<file path="src/rtl/ddc_out_stage.sv">
`timescale 1ns/1ps
// ddc_out_stage
// Back end of the DDC chain. Each decimated I/Q sample is scaled by a signed
// gain, saturated back to WIDTH bits, rounded to 16-bit (sc16) or 8-bit (sc8)
// precision with symmetric clamping, and packed into a 32-bit output word.
// In sc8 mode two consecutive complex samples share one output word.
//
// Ports:
//   clk        DSP clock
//   rst        synchronous active-high reset
//   clr        synchronous clear of the sc8 pairing phase and the overflow counter
//   set_stb    settings strobe; set_addr/set_data select and carry the value
//              BASE+0 : scale[SWIDTH-1:0] (signed, unity = 0x10000)
//              BASE+1 : mode[0] (1 = sc8), data[31] clears ovf_count
//   in_i/in_q  decimated I/Q (two's complement), valid when in_stb is high
//   sample     packed output word, holds between strobes
//   strobe     single-cycle output word valid, 3 cycles after the (last) input
//   ovf_count  saturating count of samples that clamped anywhere
module ddc_out_stage #(
    parameter int BASE   = 0,
    parameter int WIDTH  = 24,
    parameter int SWIDTH = 18
) (
    input  logic             clk,
    input  logic             rst,
    input  logic             clr,
    input  logic             set_stb,
    input  logic [7:0]       set_addr,
    input  logic [31:0]      set_data,
    input  logic [WIDTH-1:0] in_i,
    input  logic [WIDTH-1:0] in_q,
    input  logic             in_stb,
    output logic [31:0]      sample,
    output logic             strobe,
    output logic [15:0]      ovf_count
);
    localparam logic [7:0] ADDR_SCALE = 8'(BASE);
    localparam logic [7:0] ADDR_MODE  = 8'(BASE + 1);

    // Symmetric WIDTH-bit saturation limits
    localparam logic signed [WIDTH-1:0] V_MAX = {1'b0, {(WIDTH-1){1'b1}}};
    localparam logic signed [WIDTH-1:0] V_MIN = {1'b1, {(WIDTH-2){1'b0}}, 1'b1};

    // Half-LSB rounding offsets for the two output precisions
    localparam logic signed [WIDTH:0] RND16 = {17'b0, 1'b1, {(WIDTH-17){1'b0}}};
    localparam logic signed [WIDTH:0] RND8  = {9'b0, 1'b1, {(WIDTH-9){1'b0}}};
    localparam logic signed [WIDTH:0] LIM16 = (WIDTH+1)'(32'sd32767);
    localparam logic signed [WIDTH:0] LIM8  = (WIDTH+1)'(32'sd127);

    // Top 18 input bits times the scale, kept to 36 bits
    function automatic logic signed [35:0] mul36(input logic signed [17:0] a,
                                                 input logic signed [SWIDTH-1:0] b);
        logic signed [35:0] ae;
        logic signed [35:0] be;
        ae = 36'(a);
        be = 36'(b);
        return ae * be;
    endfunction

    // Gain select: {flag, V}; saturates when the bits above the window disagree
    function automatic logic [WIDTH:0] gain_sel(input logic signed [35:0] p);
        logic [WIDTH:0] res;
        if ((p[35] == p[34]) && (p[34] == p[33])) begin
            res = {1'b0, p[33 -: WIDTH]};
        end else if (p[35]) begin
            res = {1'b1, V_MIN};
        end else begin
            res = {1'b1, V_MAX};
        end
        return res;
    endfunction

    // Round half up to 8 or 16 bits and clamp symmetrically: {flag, R}
    function automatic logic [16:0] round_sat(input logic signed [WIDTH-1:0] v,
                                              input logic sc8);
        logic signed [WIDTH:0] ve;
        logic signed [WIDTH:0] r;
        logic signed [WIDTH:0] lim;
        logic [16:0]           res;
        ve = (WIDTH+1)'(v);
        if (sc8) begin
            r   = (ve + RND8) >>> (WIDTH - 8);
            lim = LIM8;
        end else begin
            r   = (ve + RND16) >>> (WIDTH - 16);
            lim = LIM16;
        end
        if (r > lim) begin
            res = {1'b1, 16'(lim)};
        end else if (r < -lim) begin
            res = {1'b1, 16'(-lim)};
        end else begin
            res = {1'b0, 16'(r)};
        end
        return res;
    endfunction

    logic signed [SWIDTH-1:0] scale_r;
    logic                     mode_r;
    logic                     s1_vld_r;
    logic signed [35:0]       p_i_r;
    logic signed [35:0]       p_q_r;
    logic                     s2_vld_r;
    logic                     s2_flag_r;
    logic signed [WIDTH-1:0]  v_i_r;
    logic signed [WIDTH-1:0]  v_q_r;
    logic                     phase_r;
    logic [15:0]              hold_r;
    logic [31:0]              sample_r;
    logic                     strobe_r;
    logic [15:0]              ovf_r;

    logic        wr_scale_s;
    logic        wr_mode_s;
    logic        ovf_clr_s;
    logic        phase_clr_s;
    logic [WIDTH:0] g_i_s;
    logic [WIDTH:0] g_q_s;
    logic [16:0] r_i_s;
    logic [16:0] r_q_s;
    logic        flag_s;
    logic        phase_eff_s;
    logic        unused_ok_s;

    assign wr_scale_s  = set_stb && (set_addr == ADDR_SCALE);
    assign wr_mode_s   = set_stb && (set_addr == ADDR_MODE);
    assign ovf_clr_s   = clr || (wr_mode_s && set_data[31]);
    assign phase_clr_s = clr || wr_mode_s;
    assign unused_ok_s = ^{set_data, in_i, in_q};

    // Settings registers
    always_ff @(posedge clk) begin
        if (rst) begin
            scale_r <= '0;
            mode_r  <= 1'b0;
        end else begin
            if (wr_scale_s) begin
                scale_r <= set_data[SWIDTH-1:0];
            end
            if (wr_mode_s) begin
                mode_r <= set_data[0];
            end
        end
    end

    // S1: multiply the top 18 input bits by the current scale
    always_ff @(posedge clk) begin
        if (rst) begin
            s1_vld_r <= 1'b0;
            p_i_r    <= '0;
            p_q_r    <= '0;
        end else begin
            s1_vld_r <= in_stb;
            if (in_stb) begin
                p_i_r <= mul36(in_i[WIDTH-1 -: 18], scale_r);
                p_q_r <= mul36(in_q[WIDTH-1 -: 18], scale_r);
            end
        end
    end

    // Gain-select and rounding results feeding the next registers
    always_comb begin
        g_i_s  = gain_sel(p_i_r);
        g_q_s  = gain_sel(p_q_r);
        r_i_s  = round_sat(v_i_r, mode_r);
        r_q_s  = round_sat(v_q_r, mode_r);
        flag_s = s2_flag_r | r_i_s[16] | r_q_s[16];
        // A pending clear discards the held half-word before this sample lands
        if (phase_clr_s) begin
            phase_eff_s = 1'b0;
        end else begin
            phase_eff_s = phase_r;
        end
    end

    // S2: window the product to WIDTH bits with saturation
    always_ff @(posedge clk) begin
        if (rst) begin
            s2_vld_r  <= 1'b0;
            s2_flag_r <= 1'b0;
            v_i_r     <= '0;
            v_q_r     <= '0;
        end else begin
            s2_vld_r <= s1_vld_r;
            if (s1_vld_r) begin
                s2_flag_r <= g_i_s[WIDTH] | g_q_s[WIDTH];
                v_i_r     <= g_i_s[WIDTH-1:0];
                v_q_r     <= g_q_s[WIDTH-1:0];
            end
        end
    end

    // S3: round, pack and present the output word
    always_ff @(posedge clk) begin
        if (rst) begin
            sample_r <= '0;
            strobe_r <= 1'b0;
            phase_r  <= 1'b0;
            hold_r   <= '0;
        end else begin
            strobe_r <= 1'b0;
            if (phase_clr_s) begin
                phase_r <= 1'b0;
            end
            if (s2_vld_r) begin
                if (!mode_r) begin
                    sample_r <= {r_i_s[15:0], r_q_s[15:0]};
                    strobe_r <= 1'b1;
                end else if (!phase_eff_s) begin
                    hold_r  <= {r_i_s[7:0], r_q_s[7:0]};
                    phase_r <= 1'b1;
                end else begin
                    sample_r <= {hold_r, r_i_s[7:0], r_q_s[7:0]};
                    strobe_r <= 1'b1;
                    phase_r  <= 1'b0;
                end
            end
        end
    end

    // Overflow counter: one count per flagged sample, sticks at all-ones
    always_ff @(posedge clk) begin
        if (rst) begin
            ovf_r <= 16'h0000;
        end else if (ovf_clr_s) begin
            ovf_r <= 16'h0000;
        end else if (s2_vld_r && flag_s && (ovf_r != 16'hFFFF)) begin
            ovf_r <= ovf_r + 16'h0001;
        end
    end

    assign sample    = sample_r;
    assign strobe    = strobe_r;
    assign ovf_count = ovf_r;

endmodule

</file>
<file path="config.mk">
export PLATFORM = sky130hd
export DESIGN_NAME = ddc_out_stage
export DESIGN_NICKNAME = d
export VERILOG_FILES = /design/src/rtl/ddc_out_stage.sv
export SDC_FILE = /design/constraint.sdc
export NUM_CORES = 2
export LEC_CHECK = 0
export CORE_UTILIZATION = 35
export CTS_CLUSTER_SIZE = 24
export DETAILED_ROUTE_END_ITERATION = 8
export PLACE_DENSITY_LB_ADDON = 0.12
export SETUP_SLACK_MARGIN = 0.4
export SKIP_CTS_REPAIR_TIMING = 1
export SLEW_MARGIN = 40
export SYNTH_ARGS = -nofsm -noshare
export SYNTH_HDL_FRONTEND = slang
export SYNTH_SLANG_ARGS = --single-unit
export TNS_END_PERCENT = 30
</file>
<file path="constraint.sdc">
create_clock -name clk -period 9.7 [get_ports clk]
set_clock_uncertainty 0.2 [all_clocks]
set_input_delay 2.91 -clock clk [delete_from_list [all_inputs] [get_ports clk]]
set_output_delay 2.91 -clock clk [all_outputs]
set_load 0.03 [all_outputs]
</file>
==> impl_metrics.csv <==
group,metric,value,unit
hold_path,hold_path_class,"reg -> reg",
worst_setup_path,critPathLaunch,"in_i[10]",
drt,vias,22910,
worst_setup_path,reg2reg_from,"scale_r[17]",
worst_setup_path,required,9.86,ns
worst_setup_path,crit_fanout,9,
worst_setup_path,critical_path_depth,23,
drt,routedWlPerCell,16.70,um
final_layout,fin_util,0.4061,
sta,fin_crit,9.127,ns
sta,final_max_slew_viol_count,0,
sta,relSlewSlack,0.4509,
sta,fin_crit_sh,0.9409,
final_layout,fin_cells,4875,
sta,setup_viol,0,
clock_tree,clk_pin_slew,0.08,ns
pwr,combPwrFrac,0.167,
global_route,grt_usage,0.1924,
synthesis,synthDistinctLibCells,75,
floorplanning,rows,109,
global_route,grt_pass1_vias,25120,
synthesis,synth_top_area_frac,0.4200,
floorplanning,coreArea,0.08837,sq mm
drt,drt_iter0_drc,1014,
synthesis,synthArstFlopShare,0,
run,maxCapViolations,0,
drt,drc_errors,0,
placed_design,dpl-instance-area,0.03484,sq mm
drt,detail-route-antenna-nets,0,
sta,final-hold-violation-count,0,
pwr,p_per_area,47.42,mW/mm^2
worst_setup_path,r2r_slack,2.20,ns
synthesis,synth.most_common_cell,"inv_1",
synthesis,synth_edf_count,0,
worst_setup_path,cp_slowest_stage_delay,0.58,ns
synthesis,ys_warn_count,0,
sta,worstMarginPinSlew,0.8225,ns
final_layout,fillers,9136,
pwr,p_clk_frac,0.426,
synthesis,synth_flop_cell,"dfxtp_1",
pwr,p_sw,540.0,uW
placed_design,port_buffers,116,
placed_design,post-place-cells,4829,
global_route,antenna_found_initial,2,
clock_tree,cts_root_buf,"clkbuf_16",
floorplanning,initial_core_util,0.3538,
clock_tree,insertion_delay,0.51,ns
final_layout,nets,4642,
worst_setup_path,path_cells,"clkdlybuf4s50_1 > buf_12 > buf_4 > and2_1 > fa_1 > fa_1 > fa_1 > fa_1 > fa_1 > inv_1 > fa_1 > inv_1 > ha_1 > a21o_1 > a21o_1 > a221oi_4 > o32ai_4 > o221ai_2 > a21oi_2 > a211o_1 > o31ai_2 > xnor2_1 > o21ai_0",
worst_setup_path,endpoint,"p_i_r[35]",
drt,wl,81400,um
synthesis,synth_commonest_cells,"758 x inv_1, 656 x fa_1, 365 x nand2_1, 327 x and2_1, 228 x nor2_1",
floorplanning,ios,142,
drt,first_pass_iters,5,
placed_design,hpwlAfterDp,66430,um
floorplanning,fp.dieH,300.9,um
pwr,ir_drop,0.1245,mV
clock_tree,htreeDepth,4,
worst_setup_path,critPathTopFamily,"adder cells",
synthesis,syn_inst,3527,
global_route,overflow,0,
hold_path,min_from,"sample[18]",
final_layout,synthToLayoutAreaGrowth,14.77,%
placed_design,globalplace.congestion,0.8160,
final_layout,multi_input_area,0.02476,sq mm
clock_tree,cts_tree,"yes",
pwr,p_sw_frac,0.3173,
worst_setup_path,start_kind,"input port",
run_status,status,"finished clean",
pwr,p_seq_frac,0.407,
worst_setup_path,path_buf_inv,5,
synthesis,netlist_area,0.03127,sq mm
drt,viasPerCell,4.700,
synthesis,yosysSeqAreaShare,0.1024,
sta,grt_setup_unrepaired,"true",
worst_setup_path,worstReg2RegEnd,"p_i_r[33]",
final_layout,seqCellArea,0.003211,sq mm
synthesis,postSynthAreaPerCell,8.865,sq um
clock_tree,cts_buffers,17,
pwr,power.internal,1162,uW
floorplanning,die_width,300.9,um
clock_tree,cts.path.max_buffers,2,
worst_setup_path,critical_path_class,"in -> reg",
synthesis,yosys.area.top_type,"fa_1",
global_route,grt_pass1_wl,136500,um
pwr,cellLeakagePower,0.01788,uW
synthesis,synth.ff_latch_count,160,
worst_setup_path,crit_path_end_kind,"flop",
worst_setup_path,slowest_stage,"fa_1",
worst_setup_path,worst_r2r_path_depth,21,
sta,fmax,0.1096,GHz
synthesis,syn_nets,4475,
final_layout,fin_area,0.03589,sq mm
final_layout,drive_gt1_frac,0.08497,
floorplanning,dieArea,0.09053,sq mm
worst_setup_path,cp_common_cell,"fa_1",
global_route,grt_max_degree,75,
pwr,power.total,1702,uW
worst_setup_path,arrival,9.28,ns
synthesis,synth.area.top_cells,"fa_1 42%, dfxtp_1 10%, inv_1 9.1%",
clock_tree,cts.sinks,160,
-- power groups by stage --
| stage | Sequential [uW] | Clock, uW | Combinational (uW) |
|---|---|---|---|
| final | 693 | 725 | 284 |
| after global routing | 695 | 778 | 312 |
| after CTS | 692 | 757 | 284 |
| after floorplan | 709 | 0 | 131 |
| after global placement | 708 | 0 | 283 |
| after detailed placement | 708 | 0 | 282 |
-- layer usage --
| layer | wire (um) | vias up | track usage | share of wire |
|---|---|---|---|---|
| met2 | 39780 | 195 | 0.3306 | 0.49 |
| met3 | 1857 | 44 | 0.01782 | 0.023 |
| li1 | - | 10990 | - | - |
| met5 | 0 | - | 0 | 0 |
| met4 | 1136 | 0 | 0.03892 | 0.014 |
| met1 | 38620 | 11690 | 0.2631 | 0.47 |
-- worst register-to-register path: stages (launching register included) --
cell and delay (ns):
dfxtp_1 0.85, inv_2 0.55, nor2_1 0.25, fa_1 0.46, fa_1 0.54, fa_1 0.54, fa_1 0.54, fa_1 0.55
inv_1 0.05, fa_1 0.51, inv_2 0.04, ha_4 0.26, nand4_1 0.24, or3_4 0.46, o32ai_4 0.38, o221ai_2 0.18
a21oi_2 0.21, a211o_1 0.21, buf_6 0.11, xor2_1 0.13, mux2i_1 0.08, nor2_1 0.11
-- sequential cells by signal, summed over array words and instances, names as in the netlist, 16 cells and up --
register   flops
sample        32
p_i_r         19
p_q_r         19
scale_r       18
v_i_r         17
v_q_r         17
hold_r        16
ovf_count     16
-- cells by family (layout without fill, tap and decap cells) --
kind of cell	after synthesis	in the layout	synth area share
AND/OR/NAND/NOR	1118	1118	0.1754
buffers and inverters	936	1116	0.1128
adder cells (fa/ha/maj)	855	855	0.4996
AO/OA/AOI/OAI	306	306	0.06467
flip-flops	160	160	0.1024
XOR/XNOR	95	95	0.02661
multiplexers	57	57	0.01841
other	0	3	0
-- cell type report --
class	instances	share of cell area
inverter	760	0.07950
antenna	3	0.0002092
sequential	160	0.08947
multi-input combinational	2431	0.6900
clock buffer	17	0.01185
tap	1165	0.04062
timing repair buffer	324	0.08302
clock inverter	15	0.005335
-- worst min-delay path by stage --
stage          cells past startpoint          to  slack, ns
6_report                           2  sample[18]       0.26
2_1_floorplan                      2   p_i_r[32]       0.23
5_1_grt                            2   p_i_r[32]       0.26
4_1_cts                            2  sample[18]       0.26
3_3_place_gp                       2  sample[22]       0.25
3_5_place_dp                       2  sample[18]       0.25
-- through the flow --
| step | TNS (ns) | hold WS, ns | setup slack [ns] |
|---|---|---|---|
| floorplan | 0 | 0.2254 | 0.5260 |
| global placement | -4.118 | 0.2473 | -0.5143 |
| CTS | -0.01006 | 0.2572 | -0.01006 |
| detailed placement | -4.937 | 0.2461 | -0.5343 |
| finish | 0 | 0.2552 | 0.5733 |
| global route | 0 | 0.2636 | 0.3274 |
-- layout by cell type, fill, tap and decap left out, drive strengths merged, types with 19 or more instances in the layout --
cell type,n
nand2b,19
and2,327
nand4,19
nand2,365
clkdlybuf4s50,88
xnor2,59
ha,199
buf,210
nor2,228
mux2i,53
nor3,52
nand3,36
a21oi,104
a21o,26
dfxtp,160
inv,767
xor2,36
a211oi,40
fa,656
dlymetal6s2s,26
o21ai,40
Power figures use the tool's default switching activity.
